**config.mk**
```make
export PLATFORM = sky130hd
export DESIGN_NAME = hilo_unit_flat
export DESIGN_NICKNAME = d
export VERILOG_FILES = /design/src/rtl/hilo_unit_if.sv /design/src/rtl/hilo_unit.sv /design/src/flat_wrapper.sv
export SDC_FILE = /design/constraint.sdc
export NUM_CORES = 1
export LEC_CHECK = 0
export BUFFER_PORTS_ARGS = -buffer_cell sky130_fd_sc_hd__buf_2
export CAP_MARGIN = 40
export CELL_PAD_IN_SITES_DETAIL_PLACEMENT = 1
export CELL_PAD_IN_SITES_GLOBAL_PLACEMENT = 1
export CORE_MARGIN = 2
export CORE_UTILIZATION = 33
export CTS_CLUSTER_SIZE = 8
export DETAILED_ROUTE_END_ITERATION = 8
export GPL_ROUTABILITY_DRIVEN = 0
export PLACE_DENSITY = 0.87
export SLEW_MARGIN = 20
export SYNTH_ARGS = -nofsm -noshare
export SYNTH_HDL_FRONTEND = slang
export SYNTH_SLANG_ARGS = --single-unit
```
**constraint.sdc**
```tcl
create_clock -name clk -period 2.15 [get_ports clk]
set_input_delay 0.3225 -clock clk [delete_from_list [all_inputs] [get_ports clk]]
set_output_delay 0.3225 -clock clk [all_outputs]
set_load 0.1 [all_outputs]
```
**src/rtl/hilo_unit_if.sv**
```systemverilog
// HI/LO unit bus: execute-stage request, mult/div result and HI/LO read-back.
// Purely structural; adds no latency.
// The execute stage holds its request while stallE is high.
interface hilo_unit_if;
    logic        flushE;
    logic        start;
    logic [2:0]  op;
    logic [31:0] wdata;
    logic [31:0] md_hi;
    logic [31:0] md_lo;
    logic        md_ok;
    logic [31:0] hi;
    logic [31:0] lo;
    logic        stallE;
    logic        busy;
    logic [31:0] md_count;

    modport master (
        output flushE, start, op, wdata, md_hi, md_lo, md_ok,
        input  hi, lo, stallE, busy, md_count
    );

    modport slave (
        input  flushE, start, op, wdata, md_hi, md_lo, md_ok,
        output hi, lo, stallE, busy, md_count
    );
endinterface

```
**src/rtl/hilo_unit.sv**
```systemverilog
// HI/LO register file with mult/div tracking FSM; HILO_BYPASS_EN enables same-cycle read forwarding.
// Latency: MTHI/MTLO and mult/div results land at the next edge; reads are combinational.
// Backpressure: stallE holds execute while a mult/div is pending; without bypass, MF after a write stalls one cycle.
module hilo_unit (
    input  logic        clk,
    input  logic        resetn,
    hilo_unit_if.slave  bus
);

    localparam logic [2:0] OP_NONE  = 3'd0;
    localparam logic [2:0] OP_MULT  = 3'd1;
    localparam logic [2:0] OP_DIVU  = 3'd4;
    localparam logic [2:0] OP_MTHI  = 3'd5;
    localparam logic [2:0] OP_MTLO  = 3'd6;
    localparam logic [2:0] OP_MF    = 3'd7;

    typedef enum logic {IDLE, BUSY} state_t;

    state_t      state_q, state_d;
    logic [31:0] hi_q, lo_q, md_count_q;
    logic        hi_we, lo_we, cnt_inc;
    logic [31:0] hi_nxt, lo_nxt;
    logic        stall_c;
    logic        req_vld;
    logic        is_md;

    // Request qualifies only when not squashed; op 0 never does anything.
    assign req_vld = bus.start && !bus.flushE && (bus.op != OP_NONE);
    assign is_md   = (bus.op >= OP_MULT) && (bus.op <= OP_DIVU);

`ifndef HILO_BYPASS_EN
    logic wr_last_q;
`endif

    // Next-state, HI/LO write enables and stall generation.
    always_comb begin
        state_d = state_q;
        hi_we   = 1'b0;
        lo_we   = 1'b0;
        hi_nxt  = hi_q;
        lo_nxt  = lo_q;
        cnt_inc = 1'b0;
        stall_c = 1'b0;
        case (state_q)
            IDLE: begin
                if (req_vld) begin
                    if (is_md) begin
                        state_d = BUSY;
                    end else if (bus.op == OP_MTHI) begin
                        hi_we  = 1'b1;
                        hi_nxt = bus.wdata;
                    end else if (bus.op == OP_MTLO) begin
                        lo_we  = 1'b1;
                        lo_nxt = bus.wdata;
                    end
`ifndef HILO_BYPASS_EN
                    // Registered read path: MF right after a write waits one cycle.
                    if (bus.op == OP_MF && wr_last_q) begin
                        stall_c = 1'b1;
                    end
`endif
                end
            end
            BUSY: begin
                // Start is ignored here; flush abandons the op even if the result is ready.
                if (bus.flushE) begin
                    state_d = IDLE;
                end else begin
                    stall_c = !bus.md_ok;
                    if (bus.md_ok) begin
                        hi_we   = 1'b1;
                        lo_we   = 1'b1;
                        hi_nxt  = bus.md_hi;
                        lo_nxt  = bus.md_lo;
                        cnt_inc = 1'b1;
                        state_d = IDLE;
                    end
                end
            end
            default: state_d = IDLE;
        endcase
    end

    // State, HI/LO and completion counter; synchronous active-low reset.
    always_ff @(posedge clk) begin
        if (!resetn) begin
            state_q    <= IDLE;
            hi_q       <= 32'd0;
            lo_q       <= 32'd0;
            md_count_q <= 32'd0;
        end else begin
            state_q <= state_d;
            if (hi_we)   hi_q       <= hi_nxt;
            if (lo_we)   lo_q       <= lo_nxt;
            if (cnt_inc) md_count_q <= md_count_q + 32'd1;
        end
    end

`ifdef HILO_BYPASS_EN
    // Forward a write landing at the coming edge straight to the read port.
    assign bus.hi = hi_we ? hi_nxt : hi_q;
    assign bus.lo = lo_we ? lo_nxt : lo_q;
`else
    // Remember whether HI or LO was written at the last edge.
    always_ff @(posedge clk) begin
        if (!resetn) begin
            wr_last_q <= 1'b0;
        end else begin
            wr_last_q <= hi_we || lo_we;
        end
    end

    assign bus.hi = hi_q;
    assign bus.lo = lo_q;
`endif

    assign bus.stallE   = stall_c;
    assign bus.busy     = (state_q == BUSY);
    assign bus.md_count = md_count_q;

endmodule

```
**src/flat_wrapper.sv**
```systemverilog
// flat-port wrapper written by rule: the top's interface ports become plain ports
module hilo_unit_flat 
  (clk, resetn, bus_flushE, bus_start, bus_op, bus_wdata, bus_md_hi, bus_md_lo, bus_md_ok, bus_hi, bus_lo, bus_stallE, bus_busy, bus_md_count);
  hilo_unit_if bus_i ();
  input  logic clk;
  input  logic resetn;
  input wire logic [$bits(bus_i.flushE)-1:0] bus_flushE;
  input wire logic [$bits(bus_i.start)-1:0] bus_start;
  input wire logic [$bits(bus_i.op)-1:0] bus_op;
  input wire logic [$bits(bus_i.wdata)-1:0] bus_wdata;
  input wire logic [$bits(bus_i.md_hi)-1:0] bus_md_hi;
  input wire logic [$bits(bus_i.md_lo)-1:0] bus_md_lo;
  input wire logic [$bits(bus_i.md_ok)-1:0] bus_md_ok;
  output wire logic [$bits(bus_i.hi)-1:0] bus_hi;
  output wire logic [$bits(bus_i.lo)-1:0] bus_lo;
  output wire logic [$bits(bus_i.stallE)-1:0] bus_stallE;
  output wire logic [$bits(bus_i.busy)-1:0] bus_busy;
  output wire logic [$bits(bus_i.md_count)-1:0] bus_md_count;
  assign bus_i.flushE = bus_flushE;
  assign bus_i.start = bus_start;
  assign bus_i.op = bus_op;
  assign bus_i.wdata = bus_wdata;
  assign bus_i.md_hi = bus_md_hi;
  assign bus_i.md_lo = bus_md_lo;
  assign bus_i.md_ok = bus_md_ok;
  assign bus_hi = bus_i.hi;
  assign bus_lo = bus_i.lo;
  assign bus_stallE = bus_i.stallE;
  assign bus_busy = bus_i.busy;
  assign bus_md_count = bus_i.md_count;
  hilo_unit u_core (.clk(clk), .resetn(resetn), .bus(bus_i));
endmodule
```
Yosys cells after proc, flatten, opt, wreduce, memory -nomap -nowiden
Cells that the tools add are included.
{ "word_totals": {"in_bits": 104, "register_bits": 98, "out_inout_bits": 98} }
{ "classes": {"eq_ne": 10, "n_lt_le_gt_ge": 2, "bitwise_logic": 1, "mux": 34, "n_reduce_logical": 10, "add_sub_neg": 1} }
{ "ops": {"columns": ["cell", "n"], "rows": [
  ["two-way mux 32 bit", 11],
  ["case mux 32 bit (2 select lines)", 2],
  ["adder 32 x 1 -> 32 bit (second input constant)", 1],
  ["two-way mux 1 bit", 17],
  ["== test 3 bit (second input constant)", 3],
  ["inequality test 2 bit (second input constant)", 4],
  ["case mux 1 bit (2 select lines)", 4],
  ["AND reduction 7 bit", 1],
  ["inequality test 2 x 1 -> 1 bit (second input constant)", 3],
  ["AND reduction 6 bit", 1],
  ["logical AND 1 bit", 4],
  ["greater-or-equal comparator 3 x 1 -> 1 bit (second input constant)", 1],
  ["less-or-equal comparator 3 bit (second input constant)", 1],
  ["nonzero test 3 bit", 1],
  ["logical NOT 1 bit", 2],
  ["logical OR 1 bit", 1],
  ["NOT 1 bit", 1]
]} }

Logic depth before layout (Yosys ltp)
Gate-level depths: netlist of run 1.
{ "depth": {"depth_word": 7, "depth_mapped": 7, "mapped_depth_nobuf": 5} }

Worst setup path before layout of run 1
Ideal clock, no wire load.
{ "synth_timing": {"path_kind": "register -> output", "startpoint": "register u_core.state_q (netlist: u_core.bus.busy)", "endpoint": "output bus_stallE", "slack_ns": -1.726, "arrival_ns": 3.553, "stages_incl_launch_ff": 4, "t_required_ns": 1.827, "path_cell_list": "dfxtp_1 -> clkbuf_1 -> nand4bb_1 -> o32ai_1"} }
{ "synth_via": {"elab_chain_cells": 2} }
{ "synth_rtl": {"columns": ["element", "line_no", "rtl"], "rows": [
  ["start, declared", "hilo_unit.sv:19", "state_t state_q, state_d;"],
  ["start signal, assigned", "hilo_unit.sv:92", "state_q <= state_d;"],
  ["NOT 1 bit", "hilo_unit.sv:44", "case (state_q)"],
  ["case mux 1 bit (2 select lines) *", "hilo_unit.sv:44", null],
  ["end, declared", "flat_wrapper.sv:16", "output wire logic [$bits(bus_i.stallE)-1:0] bus_stallE;"]
]} }
Mark *: on every way between the ends. The rest lies on a longest branch, timed or not.

Worst setup path in the final report of run 1
Ends and elaborated chain as after synthesis.

==> key figures, run 1 <==
Synthesis
  – Count leader, synth: dfxtp_1
  – Synth Cell Area: 4310 um^2
  – Yosys synthesis warning count: 0
  – Top_reg_cell synth: dfxtp_1
  – Number of synthesized register bits: ~100
  – List of most frequent post-synthesis cells: dfxtp_1 (98), a21oi_1 (85), nor2_1 (78)
  – Syn_nets: just over 600
  – Syn Area/Cell: ~8.4 um^2
  – Synth area leaders: dfxtp_1 (46%), a211oi_1 (11%), a21oi_1 (9.9%), nor2_1 (6.8%), nor2b_1 (4.6%)
  – Cells after synthesis: 515
  – Sequential fraction of the synthesis area: between 40% and 50%
  – Number of flops mapped to enable cells by yosys: 0
  – Post-synth top area cell: dfxtp_1
  – Post-synth top area share: 45.6%
  – Ys async rst share: 0%
  – Post-synth cell types: 36

Clocking
  – CTS Sinks: 98
  – Root Driver: clkbuf_16
  – Clock buffer depth: 2
  – Num CTS Buffers: 9
  – Worst-skew pair later-pin latency: approximately 350 ps
  – CTS tree: yes
  – Htree depth: 3
  – Reg clk slew, reported paths: 70 ps

GRT
  – Number of global-route vias before repair: ~4.9k
  – Total grt overflow: 0
  – Pin count of the biggest net entering global routing: 99
  – Global-route wire length before repair: 23700 um
  – GRT Overall Usage: between 20% and 30%
  – Initial antenna violation count: 1

Outcome
  – Status: finished, final reports clean

Place
  – DP HPWL: between 10000 and 15000 um
  – Post-Place Worst Slack: approximately 18 ps
  – Port bufs: 201
  – Placed Instances: ~860

Final layout
  – Multi-input logic area: 2210 um^2
  – Fill cells: approximately 1.6k
  – P&R area growth vs syn: 38.3%
  – Seq. cell area: 2020 um^2
  – Layout cells sized above 1: 36.7%
  – N_diodes: 0
  – Final Instance Count excl. Fillers: a little under 900
  – Fin nets: 800

Critical path
  – Crit-path max FO: 6
  – Slowest CP cell: dfxtp_4
  – Delay of the slowest cell on the worst path: about 400 ps
  – CP Class: reg2out
  – Worst-path cell chain: nand4bb_1, o32ai_4, buf_12
  – Startpoint Class: flip-flop
  – Setup crit end kind: output pin
  – Worst Path Required: around 1800 ps
  – Worst Setup SP: u_core.bus.busy$_SDFF_PN0_
  – CP arrival: around 1700 ps
  – R2R Path Start: u_core.bus.md_count[3]$_SDFFE_PN0P_

Routing
  – Routed WL: 14400 um
  – Vias per cell: between 5 and 6
  – Vias: ~4.6k
  – Routed WL per cell: roughly 17 um
  – DRC viols: 0
  – First DRT Iteration DRCs: 250
  – Drt pass-1 iters: 4
  – Final ANT Viol Nets: 0

Die
  – Rows: between 40 and 50
  – Core Area: about 13000 um^2
  – Die height: approximately 120 um
  – Initial cell density of the core: roughly a third
  – Ports: 202
  – Die X-Extent: 118 um
  – DIE AREA: 14000 um^2

STA
  – Period utilization: around 95%
  – Final Hold Vio Count: 0
  – Achievable clock frequency: between 400 and 500 MHz
  – Slew @ Worst Pin: around 530 ps
  – Setup Viol. Count Final: 0
  – Final worst slack: between 100 and 150 ps
  – Relative slew margins: between 60% and 70%
  – Skew final: approximately 4.3 ps
  – Tmin final: slightly above 2000 ps
  – Setup TNS Final: 0 ps
  – Final slew viol count: 0
  – RSZ-0062 raised after global routing: no

Worst hold path
  – Hold Crit Start: bus_flushE
  – Tightest Hold Check Type: in2reg

Power
  – Peak VDD IR: between 0.4 and 0.5 mV
  – PwrDens: between 700 and 800 nW/um^2
  – Total power: between 4000 and 5000 uW
  – P_leak: approximately 0.0025 uW

Flow run
  – Max-cap check violation count: 0
kinds of logic (layout without fill, tap and decap cells):
family,count (synthesis),in the layout,share of synthesized area (%)
adder cells (fa/ha/maj),1,1,0.291
multiplexers,1,1,0.262
flip-flops,98,98,45.6
AO/OA/AOI/OAI,173,173,24.6
XOR/XNOR,11,11,2.24
buffers and inverters,49,234,4.59
AND/OR/NAND/NOR,182,182,22.4
placed cells by master (no fill, tap or decap), types with 6 or more instances in the layout:
| cell type | Yosys | routed |
|---|---|---|
| o31ai_1 | 11 | 10 |
| nand4_1 | 7 | 7 |
| or3_1 | 11 | 11 |
| clkbuf_16 | 0 | 11 |
| dfxtp_4 | 0 | 11 |
| buf_4 | 0 | 6 |
| inv_1 | 7 | 7 |
| nor2_1 | 78 | 78 |
| nand3_1 | 9 | 9 |
| a211oi_1 | 64 | 64 |
| a21oi_1 | 85 | 85 |
| nor2b_1 | 32 | 32 |
| dfxtp_2 | 0 | 11 |
| buf_2 | 5 | 199 |
| o21ai_0 | 11 | 10 |
| or4_1 | 11 | 10 |
| dfxtp_1 | 98 | 76 |
| xnor2_1 | 9 | 9 |
| nand2_1 | 13 | 13 |
cell type report:
type,count,area share [%]
Inverter,8,0.504
Clock buffer,14,5.15
Sequential cell,98,33.9
Clock inverter,2,0.631
Timing Repair Buffer,210,19.2
Multi-Input combinational cell,368,37.1
Tap cell,172,3.61
worst max-delay path: cells and delay by family, from the launching register on:
kind	cells	cell delay, ps
DFF	1	390
buffers and inverters	1	220
AOI/OAI and AO/OA	1	390
and+or+nand+nor	1	380
timing repair:
item	CTS	global route
hold buffers	0	0
setup buffers	0	0
endpoints found under the setup margin	1	0
resized for setup	1	0
flip-flops by register name, indices dropped and copies added (netlist names):
signal	cells
u_core.bus.hi	32
u_core.bus.busy	1
u_core.wr_last_q	1
u_core.bus.md_count	32
u_core.bus.lo	32
power breakdown:
| group | total [uW] | leakage [uW] | internal [uW] | switching, uW |
|---|---|---|---|---|
| clock network | 1830 | 0.000165 | 1110 | 725 |
| logic | 706 | 0.00148 | 185 | 521 |
| registers | 1870 | 0.000807 | 1850 | 24.2 |
| total | 4410 | 0.00245 | 3140 | 1270 |
metrics by stage:
| stage | utilization [%] | cell area [um^2] | hold WS, ps |
|---|---|---|---|
| 6_report | 47.0 | 5950 | 207 |
| 5_1_grt | 47.0 | 5950 | 225 |
| 4_1_cts | 47.0 | 5950 | 210 |
| 3_5_place_dp | 44.2 | 5610 | 488 |
| 3_3_place_gp | 44.2 | 5610 | 457 |
| 2_1_floorplan | - | 4390 | 389 |
routing by layer:
| metal | vias up | part of all wire, % | global-route usage [%] |
|---|---|---|---|
| met5 | - | 0.090 | 0 |
| met4 | 2 | 2.3 | 8.81 |
| met3 | 24 | 7.4 | 6.71 |
| met2 | 151 | 51 | 37.7 |
| met1 | 2149 | 39 | 22.2 |
| li1 | 2230 | - | - |
path summary, 6_finish.rpt:
path                                                to  slack (ps)  cells after the start
setup / recovery                            bus_stallE         100                      3
hold / removal              u_core.bus.busy$_SDFF_PN0_         210                      2
setup reg to reg  u_core.bus.md_count[28]$_SDFFE_PN0P_         130                      4
hold reg to reg   u_core.bus.md_count[31]$_SDFFE_PN0P_         490                      2
No activity file was read; power rests on OpenSTA's default activity.
==> run 2: changes to the inputs <==
--- a/config.mk
+++ b/config.mk
@@ -5,6 +5,7 @@
 export SDC_FILE = /design/constraint.sdc
 export NUM_CORES = 1
 export LEC_CHECK = 0
+export ABC_CLOCK_PERIOD_IN_PS = 2150
 export BUFFER_PORTS_ARGS = -buffer_cell sky130_fd_sc_hd__buf_2
 export CAP_MARGIN = 40
 export CELL_PAD_IN_SITES_DETAIL_PLACEMENT = 1
==> constraint.sdc (replaced) <==
create_clock -name clk -period 2.15 [get_ports clk]
set_input_delay 0.43 -clock clk [delete_from_list [all_inputs] [get_ports clk]]
set_output_delay 0.43 -clock clk [all_outputs]
set_load 0.1 [all_outputs]
==> run 2 against run 1 <==
Effect of this change: cell count rose by 0.34%; register-to-register slack got worse by 20 ps; first-iteration DRC count fell by 2.0%; total power fell by 6.8%; design area fell by 0.63%; sequential share of layout area rose by 0.21 points; wire length fell by 0.24%; flip-flop and latch count did not move; utilization fell by 0.30 points; worst hold slack improved by 110 ps; critical path type is now reg2reg; largest power group unchanged; highest routed layer unchanged.
==> key figures, run 2 (synthesis gave the netlist of run 1 again) <==
Power
  – P_leak: 0.00244 uW (-0.60%)
  – Peak VDD IR: 0.391 mV (-6.8%)
  – Total net switching power: 1230 uW (-2.9%)
  – Seq pwr share: 45.5% (+3.1 points)
  – Comb pwr share: 17.4% (+1.4 points)
  – Clock Power Share: 37.1% (-4.5 points)
  – Switching share of power: 30.0% (+1.2 points)
  – PwrDens: 694 nW/um^2 (-6.2%)
  – Pint: 2880 uW (-8.4%)

Critical path
  – Setup crit end kind: flip-flop
  – Worst Path Required: 2420 ps (+590 ps)
  – R2r setup slk: 110 ps (-20 ps)
  – Slowest CP cell: or4_1
  – Startpoint Class: flip-flop
  – Crit path buffers/inverters: 1 (unchanged)
  – Crit-path max FO: 19 (+13)
  – CP Class: reg2reg
  – Critical Path Most Common Cell: or4_1
  – Delay of the slowest cell on the worst path: 580 ps (+190 ps)
  – Crit path max-delay family: simple AND/OR/NAND/NOR gates
  – CP arrival: 2320 ps (+590 ps)
  – Worst-path cell chain: nand4_4, or4_1, buf_6, or4_1, a21oi_1

Final layout
  – N_diodes: 0 (unchanged)
  – Layout Cell Area excl Fill: 5920 um^2 (-0.63%)
  – Most common cell after layout, fill and taps aside: buf_2
  – Multi-input logic area: 2220 um^2 (+0.57%)
  – Commonest non-fill, non-tap cells in the layout: buf_2 (199), a21oi_1 (85), nor2_1 (78)
  – Fin nets: 804 (+0.50%)
  – P&R area growth vs syn: 37.4%
  – Layout cells sized above 1: 36.8% (+0.13 points)
  – Fill cells: 1595 (+0.69%)
  – Seq. cell area: 2020 um^2 (unchanged)

STA
  – RSZ-0062 raised after global routing: no
  – Slew @ Worst Pin: 574 ps (+40.5 ps)
  – Tmin final: 2040 ps (-6.29 ps)
  – Final slew viol count: 0 (unchanged)
  – Setup Viol. Count Final: 0 (unchanged)
  – Relative slew margins: 61.7% (-2.7 points)
  – Final worst slack: 109 ps (+6.29 ps)
  – Achievable clock frequency: 490 MHz (+0.31%)
  – Final Hold Vio Count: 0 (unchanged)
  – Skew final: 3.93 ps (-0.325 ps)
  – Period utilization: 95.0% (-0.29 points)

Clocking
  – Num CTS Buffers: 9 (unchanged)
  – Reg clk slew, reported paths: 60 ps (about the same)
  – Clock buffer depth: 2 (unchanged)
  – CTS Sinks: 98 (unchanged)
  – CTS tree: yes
  – Cts hold-fix bufs: 0 (unchanged)
  – Worst-skew pair later-pin latency: 340 ps (about the same)
  – Htree depth: 3 (unchanged)
  – Root Driver: clkbuf_16

GRT
  – GRT Overall Usage: 20.3% (-0.53 points)
  – Number of global-route vias before repair: 4743 (-2.3%)
  – Pin count of the biggest net entering global routing: 66 (-33%)
  – Global-route wire length before repair: 23200 um (-2.4%)
  – Total grt overflow: 0 (unchanged)
  – Initial antenna violation count: 1 (unchanged)

Routing
  – Routed WL per cell: 16.5 um (-0.58%)
  – Final ANT Viol Nets: 0 (unchanged)
  – Vias: 4607 (+1.1%)
  – DRC viols: 0 (unchanged)
  – Vias per cell: 5.27 (+0.77%)
  – Routed WL: 14400 um (-0.24%)
  – Drt pass-1 iters: 4 (unchanged)
  – First DRT Iteration DRCs: 245 (-2.0%)

Outcome
  – Status: finished, final reports clean

Flow run
  – Max-cap check violation count: 0 (unchanged)

Die
  – Die height: 118 um (unchanged)
  – Rows: 41 (unchanged)
  – Ports: 202 (unchanged)
  – Core Area: 12700 um^2 (unchanged)
  – Initial cell density of the core: 34.0% (unchanged)
  – DIE AREA: 14000 um^2 (unchanged)
  – Die X-Extent: 118 um (unchanged)

Place
  – Port bufs: 201 (unchanged)
  – Post-Place Worst Slack: -38.5 ps (-56.7 ps)
  – Area after DPL: 5640 um^2 (+0.60%)
  – DP HPWL: 10900 um (+3.3%)

Worst hold path
  – Tightest Hold Check Type: in2reg
-- run 2: changes by cell type in the layout (fill, tap and decap cells not counted), sizes merged --
| cell | before | now |
|---|---|---|
| clkbuf | 14 | 13 |
| bufinv | 1 | 0 |
| buf | 210 | 214 |
| clkinv | 0 | 1 |
-- run 2: area by class of cell --
type	count	area share (%)
clock buffer	13	4.40
clock inverter	2	0.212
inverter	8	0.508
multi-input combinational	368	37.5
sequential	98	34.1
tap	172	3.64
timing repair buffer	214	19.6
-- run 2: per-layer routing --
metal | wire length (um) | global-route usage, %
met1 | 5800 | 22.6
met2 | 7220 | 36.0
met3 | 1060 | 6.47
met4 | 297 | 7.76
met5 | 13 | 0
-- run 2: through the flow --
| stage | hold WS [ps] | TNS, ps | total power (uW) | instances | util [%] |
|---|---|---|---|---|---|
| after floorplan | 497 | -41.3 | 2420 | 515 | - |
| after global placement | 466 | 0 | 2610 | 860 | 44.5 |
| after detailed placement | 490 | -38.5 | 2630 | 860 | 44.5 |
| after CTS | 309 | 0 | 4160 | 875 | 46.7 |
| after global routing | 320 | 0 | 4260 | 875 | 46.7 |
| final | 320 | 0 | 4110 | 875 | 46.7 |
-- run 2: repair_timing --
item | in CTS | in global routing
resized for setup | 0 | 1
endpoints found under the hold margin | 0 | 0
setup buffers | 0 | 0
setup endpoints to repair | 0 | 3
-- run 2: final timing paths --
kind	start	endpoint	cells past startpoint
max	u_core.bus.md_count[5]$_SDFFE_PN0P_	u_core.bus.md_count[28]$_SDFFE_PN0P_	5
max reg2reg	u_core.bus.md_count[5]$_SDFFE_PN0P_	u_core.bus.md_count[28]$_SDFFE_PN0P_	5
min	bus_flushE	u_core.bus.busy$_SDFF_PN0_	2
min reg2reg	u_core.bus.hi[16]$_SDFFE_PN0P_	u_core.bus.hi[16]$_SDFFE_PN0P_	2
-- run 2: power by group through the flow --
stage,Clock (uW),Combinational (uW),Sequential (uW)
after global placement,0,700,1910
after CTS,1570,720,1870
after detailed placement,0,718,1910
final,1520,715,1870
after global routing,1620,761,1870
after floorplan,0,201,2220
==> run 3: changes to the inputs <==
--- a/config.mk
+++ b/config.mk
@@ -16,6 +16,7 @@
 export DETAILED_ROUTE_END_ITERATION = 8
 export GPL_ROUTABILITY_DRIVEN = 0
 export PLACE_DENSITY = 0.87
+export RECOVER_POWER = 100
 export SLEW_MARGIN = 20
 export SYNTH_ARGS = -nofsm -noshare
 export SYNTH_HDL_FRONTEND = slang
==> run 3 against run 2 <==
Effect of this change: register-to-register slack about the same; sequential share of layout area up 0.36 points; first-iteration DRC count down 7.3%; die area unchanged; worst hold slack worse by 3.0 ps; critical path type is now reg2out.
==> key figures, run 3 (synthesis gave the netlist of run 1 again) <==
STA
  – RSZ-0062 raised after global routing: no
  – Final Hold Vio Count: 0 (unchanged)
  – Final slew viol count: 0 (unchanged)
  – Setup TNS Final: 0 ps (unchanged)
  – Tmin final: 2040 ps (-3.84 ps)
  – Achievable clock frequency: 491 MHz (+0.19%)
  – Relative slew margins: 57.7% (-4.0 points)
  – Period utilization: 94.8% (-0.18 points)
  – Skew final: 4.58 ps (+0.652 ps)
  – Setup Viol. Count Final: 0 (unchanged)
  – Slew @ Worst Pin: 635 ps (+60.5 ps)

Critical path
  – Worst Path Required: 1720 ps (-700 ps)
  – R2R Path Start: u_core.bus.md_count[5]$_SDFFE_PN0P_
  – CP Class: reg2out
  – R2r setup slk: 110 ps (about the same)
  – Startpoint Class: flip-flop
  – Setup crit end kind: output pin
  – R2R cell count: 5 (unchanged)
  – CP arrival: 1610 ps (-710 ps)
  – Crit-path max FO: 23 (+4)
  – RR Endpoint: u_core.bus.md_count[26]$_SDFFE_PN0P_

GRT
  – GRT Overall Usage: 20.3% (unchanged)
  – Total grt overflow: 0 (unchanged)
  – Number of global-route vias before repair: 4743 (unchanged)
  – Global-route wire length before repair: 23200 um (unchanged)
  – Pin count of the biggest net entering global routing: 66 (unchanged)
  – Initial antenna violation count: 1 (unchanged)

Power
  – Seq pwr share: 45.6% (about the same)
  – Pint: 2870 uW (-0.19%)
  – Total net switching power: 1230 uW (about the same)
  – Clock Power Share: 37.2% (about the same)
  – Switching share of power: 30.0% (+0.038 points)
  – P_leak: 0.00232 uW (-4.8%)
  – PwrDens: 702 nW/um^2 (+1.1%)
  – Peak VDD IR: 0.390 mV (-0.20%)
  – Comb pwr share: 17.2% (-0.2 points)

Outcome
  – Status: finished, final reports clean

Final layout
  – Layout Cell Area excl Fill: 5840 um^2 (-1.2%)
  – Fin nets: 804 (unchanged)
  – Fill cells: 1601 (+0.38%)
  – N_diodes: 0 (unchanged)
  – Seq. cell area: 2010 um^2 (-0.19%)
  – Multi-input logic area: 2170 um^2 (-2.3%)
  – Layout Utilization: 46.1% (-0.57 points)
  – Final Instance Count excl. Fillers: 875 (unchanged)
  – P&R area growth vs syn: 35.7%
  – Commonest non-fill, non-tap cells in the layout: buf_2 (104), clkbuf_2 (96), a21oi_1 (85)
  – Layout cells sized above 1: 36.0% (-0.85 points)
  – Most common cell after layout, fill and taps aside: buf_2

Die
  – Die height: 118 um (unchanged)
  – Core Area: 12700 um^2 (unchanged)
  – Ports: 202 (unchanged)
  – Die X-Extent: 118 um (unchanged)
  – Rows: 41 (unchanged)
  – DIE AREA: 14000 um^2 (unchanged)
  – Initial cell density of the core: 34.0% (unchanged)

Worst hold path
  – Hold Crit Start: bus_flushE
  – Hold Path Depth: 2 (unchanged)
  – Tightest Hold Check Type: in2reg
  – Worst Hold End: u_core.bus.busy$_SDFF_PN0_

Place
  – Port bufs: 201 (unchanged)
  – Area after DPL: 5640 um^2 (unchanged)
  – Placed Instances: 860 (unchanged)
  – DP HPWL: 10900 um (unchanged)

Routing
  – Routed WL per cell: 16.5 um (+0.39%)
  – Vias per cell: 5.25 (-0.33%)
  – First DRT Iteration DRCs: 227 (-7.3%)
  – Final ANT Viol Nets: 0 (unchanged)
  – Drt pass-1 iters: 4 (unchanged)
  – DRC viols: 0 (unchanged)
  – Routed WL: 14500 um (+0.39%)
  – Vias: 4592 (-0.33%)

Clocking
  – CTS tree: yes
  – Num CTS Buffers: 9 (unchanged)
  – CTS Sinks: 98 (unchanged)
  – Root Driver: clkbuf_16
  – Worst-skew pair later-pin latency: 340 ps (about the same)
  – Htree depth: 3 (unchanged)
  – Reg clk slew, reported paths: 70 ps (about the same)
  – Clock buffer depth: 2 (unchanged)

Flow run
  – Max-cap check violation count: 0 (unchanged)
-- run 3: cell count changes in the layout (fill, tap and decap cells not counted), sizes merged --
| cell | delta |
|---|---|
| buf | -99 |
| clkbuf | +99 |
-- run 3: through the flow --
| stage | setup WS, ps | total power, uW | hold WS [ps] |
|---|---|---|---|
| 5_1_grt | 2.00 | 4250 | 319 |
| 3_3_place_gp | 45.1 | 2610 | 466 |
| 2_1_floorplan | -10.4 | 2420 | 497 |
| 6_report | 112 | 4100 | 317 |
| 4_1_cts | 90.3 | 4160 | 309 |
| 3_5_place_dp | -38.5 | 2630 | 490 |
-- run 3: per-layer routing --
metal  vias up  track usage, %  part of all wire (%)
li1       2236               -                     -
met3        23            6.47                   7.4
met5         -               0                 0.090
met1      2169            22.6                    41
met4         2            7.76                   2.0
met2       162            36.0                    50
-- run 3: cell type report --
cell class | instances | share of cell area (%)
clock inverters | 2 | 0.214
flip-flops and latches | 98 | 34.5
repair buffers | 214 | 19.6
multi-input cells | 368 | 37.1
clock buffers | 13 | 4.45
well taps | 172 | 3.68
inverters | 8 | 0.514
-- run 3: power by group through the flow --
stage	Clock (uW)	Combinational, uW	Sequential (uW)
after floorplan	0	201	2220
after global placement	0	700	1910
after detailed placement	0	718	1910
after CTS	1570	720	1870
after global routing	1620	750	1880
final	1520	706	1870
-- run 3: worst max-delay path: stages (launching register included) --
cell	delay (ps)
dfxtp_1	420
buf_4	290
nand2b_1	140
o32ai_4	150
buf_6	260
-- run 3: worst max path at each step --
stage,start,end,cells after the start
3_3_place_gp,bus_flushE,u_core.bus.md_count[31]$_SDFFE_PN0P_,5
4_1_cts,u_core.bus.md_count[5]$_SDFFE_PN0P_,u_core.bus.md_count[26]$_SDFFE_PN0P_,5
2_1_floorplan,u_core.bus.md_count[1]$_SDFFE_PN0P_,u_core.bus.md_count[30]$_SDFFE_PN0P_,6
6_report,u_core.bus.busy$_SDFF_PN0_,bus_stallE,4
5_1_grt,u_core.bus.md_count[5]$_SDFFE_PN0P_,u_core.bus.md_count[28]$_SDFFE_PN0P_,5
3_5_place_dp,bus_flushE,u_core.bus.md_count[29]$_SDFFE_PN0P_,5
-- run 3: what timing repair did --
action	in CTS	in global routing
hold buffers	0	0
setup buffers	0	0
endpoints found under the setup margin	0	3
resized for setup	0	1
